**config.mk**
```make
export PLATFORM = sky130hd
export DESIGN_NAME = mem_access_ctrl
export DESIGN_NICKNAME = d
export VERILOG_FILES = /design/src/rtl/mem_pkg.sv /design/src/rtl/mem_lane_merge.sv /design/src/rtl/mem_access_ctrl.sv
export SDC_FILE = /design/constraint.sdc
export NUM_CORES = 1
export LEC_CHECK = 0
export CAP_MARGIN = 30
export CORE_UTILIZATION = 52
export CTS_CLUSTER_DIAMETER = 200
export CTS_CLUSTER_SIZE = 20
export DETAILED_ROUTE_END_ITERATION = 6
export MAX_ROUTING_LAYER = met4
export PLACE_DENSITY_LB_ADDON = 0.05
export REMOVE_ABC_BUFFERS = 1
export SLEW_MARGIN = 5
export SYNTH_ARGS = -nofsm -noshare
export SYNTH_HDL_FRONTEND = slang
export SYNTH_SLANG_ARGS = --single-unit
```
**constraint.sdc**
```tcl
create_clock -name clock -period 8.33 [get_ports clock]
set_input_delay 1.2495 -clock clock [delete_from_list [all_inputs] [get_ports clock]]
set_output_delay 1.2495 -clock clock [all_outputs]
set_load 0.005 [all_outputs]
```
**src/rtl/mem_pkg.sv**
```systemverilog
// rtl/mem_pkg.sv - shared encodings and helpers for the sub-word memory access sequencer
package mem_pkg;

    localparam logic [1:0] SZ_BYTE = 2'b00;
    localparam logic [1:0] SZ_HALF = 2'b01;
    localparam logic [1:0] SZ_WORD = 2'b10;

    typedef enum logic [1:0] {
        ST_IDLE  = 2'b00,
        ST_READ  = 2'b01,
        ST_WRITE = 2'b10,
        ST_DONE  = 2'b11
    } state_t;

    localparam logic [31:0] LANE_BYTE_MASK = 32'h0000_00FF;
    localparam logic [31:0] LANE_HALF_MASK = 32'h0000_FFFF;
    localparam logic [31:0] LANE_WORD_MASK = 32'hFFFF_FFFF;

    // size=11 has no defined lane, so it is rejected together with unaligned halves/words
    function automatic logic is_misaligned(input logic [1:0] size, input logic [1:0] offset);
        case (size)
            SZ_BYTE: is_misaligned = 1'b0;
            SZ_HALF: is_misaligned = offset[0];
            SZ_WORD: is_misaligned = (offset != 2'b00);
            default: is_misaligned = 1'b1;
        endcase
    endfunction

    function automatic logic [31:0] extend(input logic [31:0] val, input logic [1:0] size,
                                           input logic sign_ext);
        case (size)
            SZ_BYTE: extend = {{24{sign_ext & val[7]}}, val[7:0]};
            SZ_HALF: extend = {{16{sign_ext & val[15]}}, val[15:0]};
            default: extend = val;
        endcase
    endfunction

endpackage

```
**src/rtl/mem_lane_merge.sv**
```systemverilog
// rtl/mem_lane_merge.sv - lane insert for sub-word stores and lane extract for loads
module mem_lane_merge
    import mem_pkg::*;
#(
    parameter int BIG_ENDIAN = 0
) (
    input  logic [31:0] word,
    input  logic [31:0] wdata,
    input  logic [1:0]  offset,
    input  logic [1:0]  size,
    output logic [31:0] merged,
    output logic [31:0] lane_val
);

    logic [4:0]  shift;
    logic [31:0] low_mask;
    logic [31:0] lane_mask;

    // Big-endian mirrors the lane position: 3-offset equals ~offset for two bits
    always_comb begin
        shift    = 5'd0;
        low_mask = LANE_WORD_MASK;
        case (size)
            SZ_BYTE: begin
                low_mask = LANE_BYTE_MASK;
                shift    = (BIG_ENDIAN != 0) ? {~offset, 3'b000} : {offset, 3'b000};
            end
            SZ_HALF: begin
                low_mask = LANE_HALF_MASK;
                shift    = (BIG_ENDIAN != 0) ? {~offset[1], 4'b0000} : {offset[1], 4'b0000};
            end
            default: begin
                low_mask = LANE_WORD_MASK;
                shift    = 5'd0;
            end
        endcase
        lane_mask = low_mask << shift;
        merged    = (word & ~lane_mask) | ((wdata & low_mask) << shift);
        lane_val  = (word >> shift) & low_mask;
    end

endmodule

```
**src/rtl/mem_access_ctrl.sv**
```systemverilog
// rtl/mem_access_ctrl.sv - load/store sequencer with read-modify-write for byte and half stores
module mem_access_ctrl
    import mem_pkg::*;
#(
    parameter int ADDR_WIDTH = 16,
    parameter int DATA_WIDTH = 32,
    parameter int BIG_ENDIAN = 0
) (
    input  logic                  clock,
    input  logic                  reset,
    input  logic                  req,
    input  logic                  we,
    input  logic [1:0]            size,
    input  logic                  sign_ext,
    input  logic [ADDR_WIDTH-1:0] addr,
    input  logic [DATA_WIDTH-1:0] wdata,
    output logic                  busy,
    output logic                  done,
    output logic [DATA_WIDTH-1:0] rdata,
    output logic                  misalign,
    output logic                  mem_write,
    output logic [ADDR_WIDTH-1:0] mem_addr,
    output logic [DATA_WIDTH-1:0] mem_wdata,
    input  logic [DATA_WIDTH-1:0] mem_rdata
);

    state_t      state;
    logic        r_we;
    logic [1:0]  r_size;
    logic        r_sext;
    logic [1:0]  r_off;
    logic [31:0] r_wdata;
    logic [31:0] merged;
    logic [31:0] lane_val;

    mem_lane_merge #(
        .BIG_ENDIAN(BIG_ENDIAN)
    ) u_lane (
        .word    (mem_rdata),
        .wdata   (r_wdata),
        .offset  (r_off),
        .size    (r_size),
        .merged  (merged),
        .lane_val(lane_val)
    );

    always_ff @(posedge clock or posedge reset) begin
        if (reset) begin
            state     <= ST_IDLE;
            busy      <= 1'b0;
            done      <= 1'b0;
            rdata     <= '0;
            misalign  <= 1'b0;
            mem_write <= 1'b0;
            mem_addr  <= '0;
            mem_wdata <= '0;
            r_we      <= 1'b0;
            r_size    <= SZ_BYTE;
            r_sext    <= 1'b0;
            r_off     <= 2'b00;
            r_wdata   <= '0;
        end else begin
            case (state)
                ST_IDLE: begin
                    done <= 1'b0;
                    if (req) begin
                        r_we     <= we;
                        r_size   <= size;
                        r_sext   <= sign_ext;
                        r_off    <= addr[1:0];
                        r_wdata  <= wdata;
                        busy     <= 1'b1;
                        misalign <= 1'b0;
                        if (is_misaligned(size, addr[1:0])) begin
                            misalign <= 1'b1;
                            done     <= 1'b1;
                            state    <= ST_DONE;
                        end else if (we && size == SZ_WORD) begin
                            mem_addr  <= {addr[ADDR_WIDTH-1:2], 2'b00};
                            mem_wdata <= wdata;
                            mem_write <= 1'b1;
                            state     <= ST_WRITE;
                        end else begin
                            mem_addr <= {addr[ADDR_WIDTH-1:2], 2'b00};
                            state    <= ST_READ;
                        end
                    end
                end
                ST_READ: begin
                    // mem_rdata now holds the word addressed on the accepting edge
                    if (r_we) begin
                        mem_wdata <= merged;
                        mem_write <= 1'b1;
                        state     <= ST_WRITE;
                    end else begin
                        rdata <= extend(lane_val, r_size, r_sext);
                        done  <= 1'b1;
                        state <= ST_DONE;
                    end
                end
                ST_WRITE: begin
                    mem_write <= 1'b0;
                    done      <= 1'b1;
                    state     <= ST_DONE;
                end
                default: begin
                    done  <= 1'b0;
                    busy  <= 1'b0;
                    state <= ST_IDLE;
                end
            endcase
        end
    end

endmodule

```
==> summary.txt <==
Run status
  – Status: finished with violations
  – Failing checks: DRC

Global routing
  – First-pass GRT wire length: roughly 28000 um
  – Grt total ovfl: 0
  – Largest net degree at the start of global routing: 63
  – Vias in the first global route: 5189
  – Initial antenna violation count: 0
  – GR Util All Layers: 0.308

Synthesis
  – Post-synth EDFFs: 0
  – Ys async rst share: 1.00
  – Post-Synth XOR/XNOR Area: 0
  – Post-synth top area cell: dfrtp_1
  – Ys Warns: 0
  – Synth unique cells: 52
  – Synth Area in Compound Gates: 0.213
  – Yosys top cell area share: 0.491
  – Synth Area in Simple Gates: 0.111
  – Synth Area in Adders: 0.00805
  – Top cells by count, synth: 122 x dfrtp_1, 80 x nand2_1, 49 x mux2_2
  – Seq/Total Area, Yosys: 0.491
  – Largest family of logic cells by synthesized area: compound AO/OA/AOI/OAI gates
  – Most frequently used flop master after synthesis: dfrtp_1
  – Proportion of synthesized area in mux cells: 0.129
  – Top cells by area, synth: dfrtp_1 49%, mux2_2 8.9%, nand2_1 4.8%, o21ai_0 3.6%, mux2i_1 2.7%
  – Syn Inst Count: 582
  – Yosys reg bits: 122
  – Count leader, synth: dfrtp_1
  – Synthesized area per cell: ~11 um^2
  – Mapped Area: 6210 um^2

Setup path
  – Worst setup SP type: primary input
  – WP data required: 8.66 ns
  – Reg2Reg Setup Slack: 5.16 ns
  – Worst R2R End: rdata[30]$_DFFE_PP0P_
  – Max FO, Critical Path: 50
  – CP endpoint kind: flip-flop
  – CP Launch Point: req
  – Arrival time worst endpoint: 3.77 ns
  – Kind of critical path: primary input to flip-flop
  – CP Capture Point: mem_wdata[12]$_DFFE_PP0P_
  – R2r worst-path depth: 5
  – Worst r2r src: r_size[0]$_DFFE_PP0P_

STA
  – Worst Clk Skew: ~0.0042 ns
  – Final setup margin: 4.89 ns
  – Slew @ Worst Pin: a little over 0.9 ns
  – Setup violations, final: 0
  – Slew Limit Fails: 0
  – Final period util: 0.413
  – TNS Setup: 0 ns
  – Maximum clock frequency: 291 MHz
  – Final Hold Viols: 0
  – RSZ-0062 raised after global routing: no
  – Tmin final: 3.44 ns
  – Max-slew headroom: 0.382

CTS
  – CTS Hold Bufs: 0
  – Post-cts resize count: 0
  – Worst-Skew Late Latency: 0.42 ns
  – Cts bufs inserted: 17
  – CTS tree: done
  – Clock Tree Root: clkbuf_16
  – Clock Sink Count: 122
  – Clock Tree Buf Depth: 2
  – Reg clk slew, reported paths: roughly 0.05 ns
  – Post-CTS Setup Bufs: 0
  – H-tree depth: 4

Final layout
  – Ant diodes: 0
  – Design area: 8510 um^2
  – Final #Nets: between 800 and 900
  – Cell Count, Final, Fillers Out: slightly below 900
  – Fillers: between 800 and 900
  – P&R area growth vs syn: 36.9%
  – Layout cell share with drive strength beyond 1: 0.153
  – Final core utilization: 0.739

Power
  – Peak VDD IR: slightly below 0.3 mV
  – Clock power frac: 0.211
  – Comb pwr share: 0.465
  – Psw: between 1 and 1.5 mW
  – Sequential power share: 0.325
  – Power density cells: 393 nW/um^2
  – Switching Share: 0.366
  – Static Leak: 3.65 nW
  – Internal power: 2.12 mW

Routing
  – Residual DRC: 20
  – Via/cell ratio: 5.96
  – Initial DRC count: 566
  – WL final: roughly 18000 um
  – First-pass iteration count of the detailed router: 7
  – Antenna-violating nets left: 0
  – Via count: 5294
  – DR WL/cell: between 20 and 25 um

Die
  – Die height: 111 um
  – IO Count: between 150 and 200
  – DIE AREA: 12400 um^2
  – Die Width: between 100 and 150 um
  – Starting Density: 0.540
  – Core area: 11500 um^2
  – Row count: 39

Placed design
  – DP Cell Count: 856
  – Placed cell areas: approximately 7900 um^2
  – Placer Congestion: 0.847
  – Port buffer count: 168
  – Detail Placement HPWL: 12500 um
  – Setup WS pre-CTS: ~4.5 ns

Flow run
  – Max-cap violations: 0

Min path
  – Hold WC Path Type: flip-flop to flip-flop
worst min-delay path by stage:
stage,to,depth (start not counted),start
after floorplan,r_wdata[26]$_DFFE_PP0P_,2,r_wdata[26]$_DFFE_PP0P_
after global placement,rdata[30]$_DFFE_PP0P_,2,rdata[30]$_DFFE_PP0P_
after detailed placement,mem_wdata[16]$_DFFE_PP0P_,1,mem_wdata[16]$_DFFE_PP0P_
after CTS,mem_wdata[18]$_DFFE_PP0P_,1,mem_wdata[18]$_DFFE_PP0P_
after global routing,mem_wdata[10]$_DFFE_PP0P_,2,mem_wdata[10]$_DFFE_PP0P_
final,rdata[9]$_DFFE_PP0P_,2,rdata[9]$_DFFE_PP0P_
power by group through the flow:
stage / registers (mW) / clock network, mW / logic, mW
CTS: 1.08 / 0.712 / 1.55
detailed placement: 1.09 / 0 / 1.54
finish: 1.09 / 0.705 / 1.55
global placement: 1.08 / 0 / 1.50
global route: 1.11 / 0.738 / 1.69
floorplan: 1.07 / 0 / 0.857
layout make-up:
cell class | count | area [um^2] | share of cell area
multi-input combinational | 400 | 2880 | 0.339
sequential | 122 | 3050 | 0.359
tap | 143 | 179 | 0.0210
clock buffer | 22 | 464 | 0.0546
timing repair buffer | 177 | 1770 | 0.208
clock inverter | 9 | 97.6 | 0.0115
inverter | 15 | 58.8 | 0.00691
state kept, by name (all words and copies together), names as in the netlist:
name,cells
busy,1
mem_write,1
r_off,2
mem_wdata,32
r_sext,1
misalign,1
mem_addr,14
done,1
r_size,2
r_wdata,32
rdata,32
r_we,1
state,2
worst max-delay path, cell delays in order:
cell	delay, ns
clkdlybuf4s50_1	0.59
nand2_2	0.08
buf_4	0.33
o32ai_4	0.60
nor2b_1	0.63
a21oi_1	0.09
o21ai_0	0.20
metrics by stage:
stage	hold slack (ns)	total power [mW]
4_1_cts	0.479	3.35
3_3_place_gp	0.459	2.58
3_5_place_dp	0.465	2.63
6_report	0.477	3.35
5_1_grt	0.502	3.54
2_1_floorplan	0.450	1.93
per-layer routing:
metal | global-route usage | vias to the layer above | wire, um
li1 | - | 2433 | -
met5 | - | - | 0
met4 | 0.121 | 0 | 401
met1 | 0.406 | 2594 | 7860
met2 | 0.477 | 231 | 8520
met3 | 0.0530 | 36 | 1070
cell families after synthesis:
family	count (synthesis)
other cells	1
buf+inv	61
flops	122
simple gates	143
fa+ha+maj	4
compound gates	181
mux	70
cell usage in the layout, fill, tap and decap left out, drive strengths merged, types with 9 or more instances in the layout:
cell and instances:
clkdlybuf4s50 168, dfrtp 122, nand2 81, o21ai 50, mux2 49, clkbuf 22, a21oi 21, nor2b 21
a221oi 18, mux2i 18, o31ai 16, inv 15, a21o 14, nand3 14, nor2 13, a211oi 11
a32o 10, o22ai 9, buf 9
Note: power is estimated with default switching activity, not from simulation.
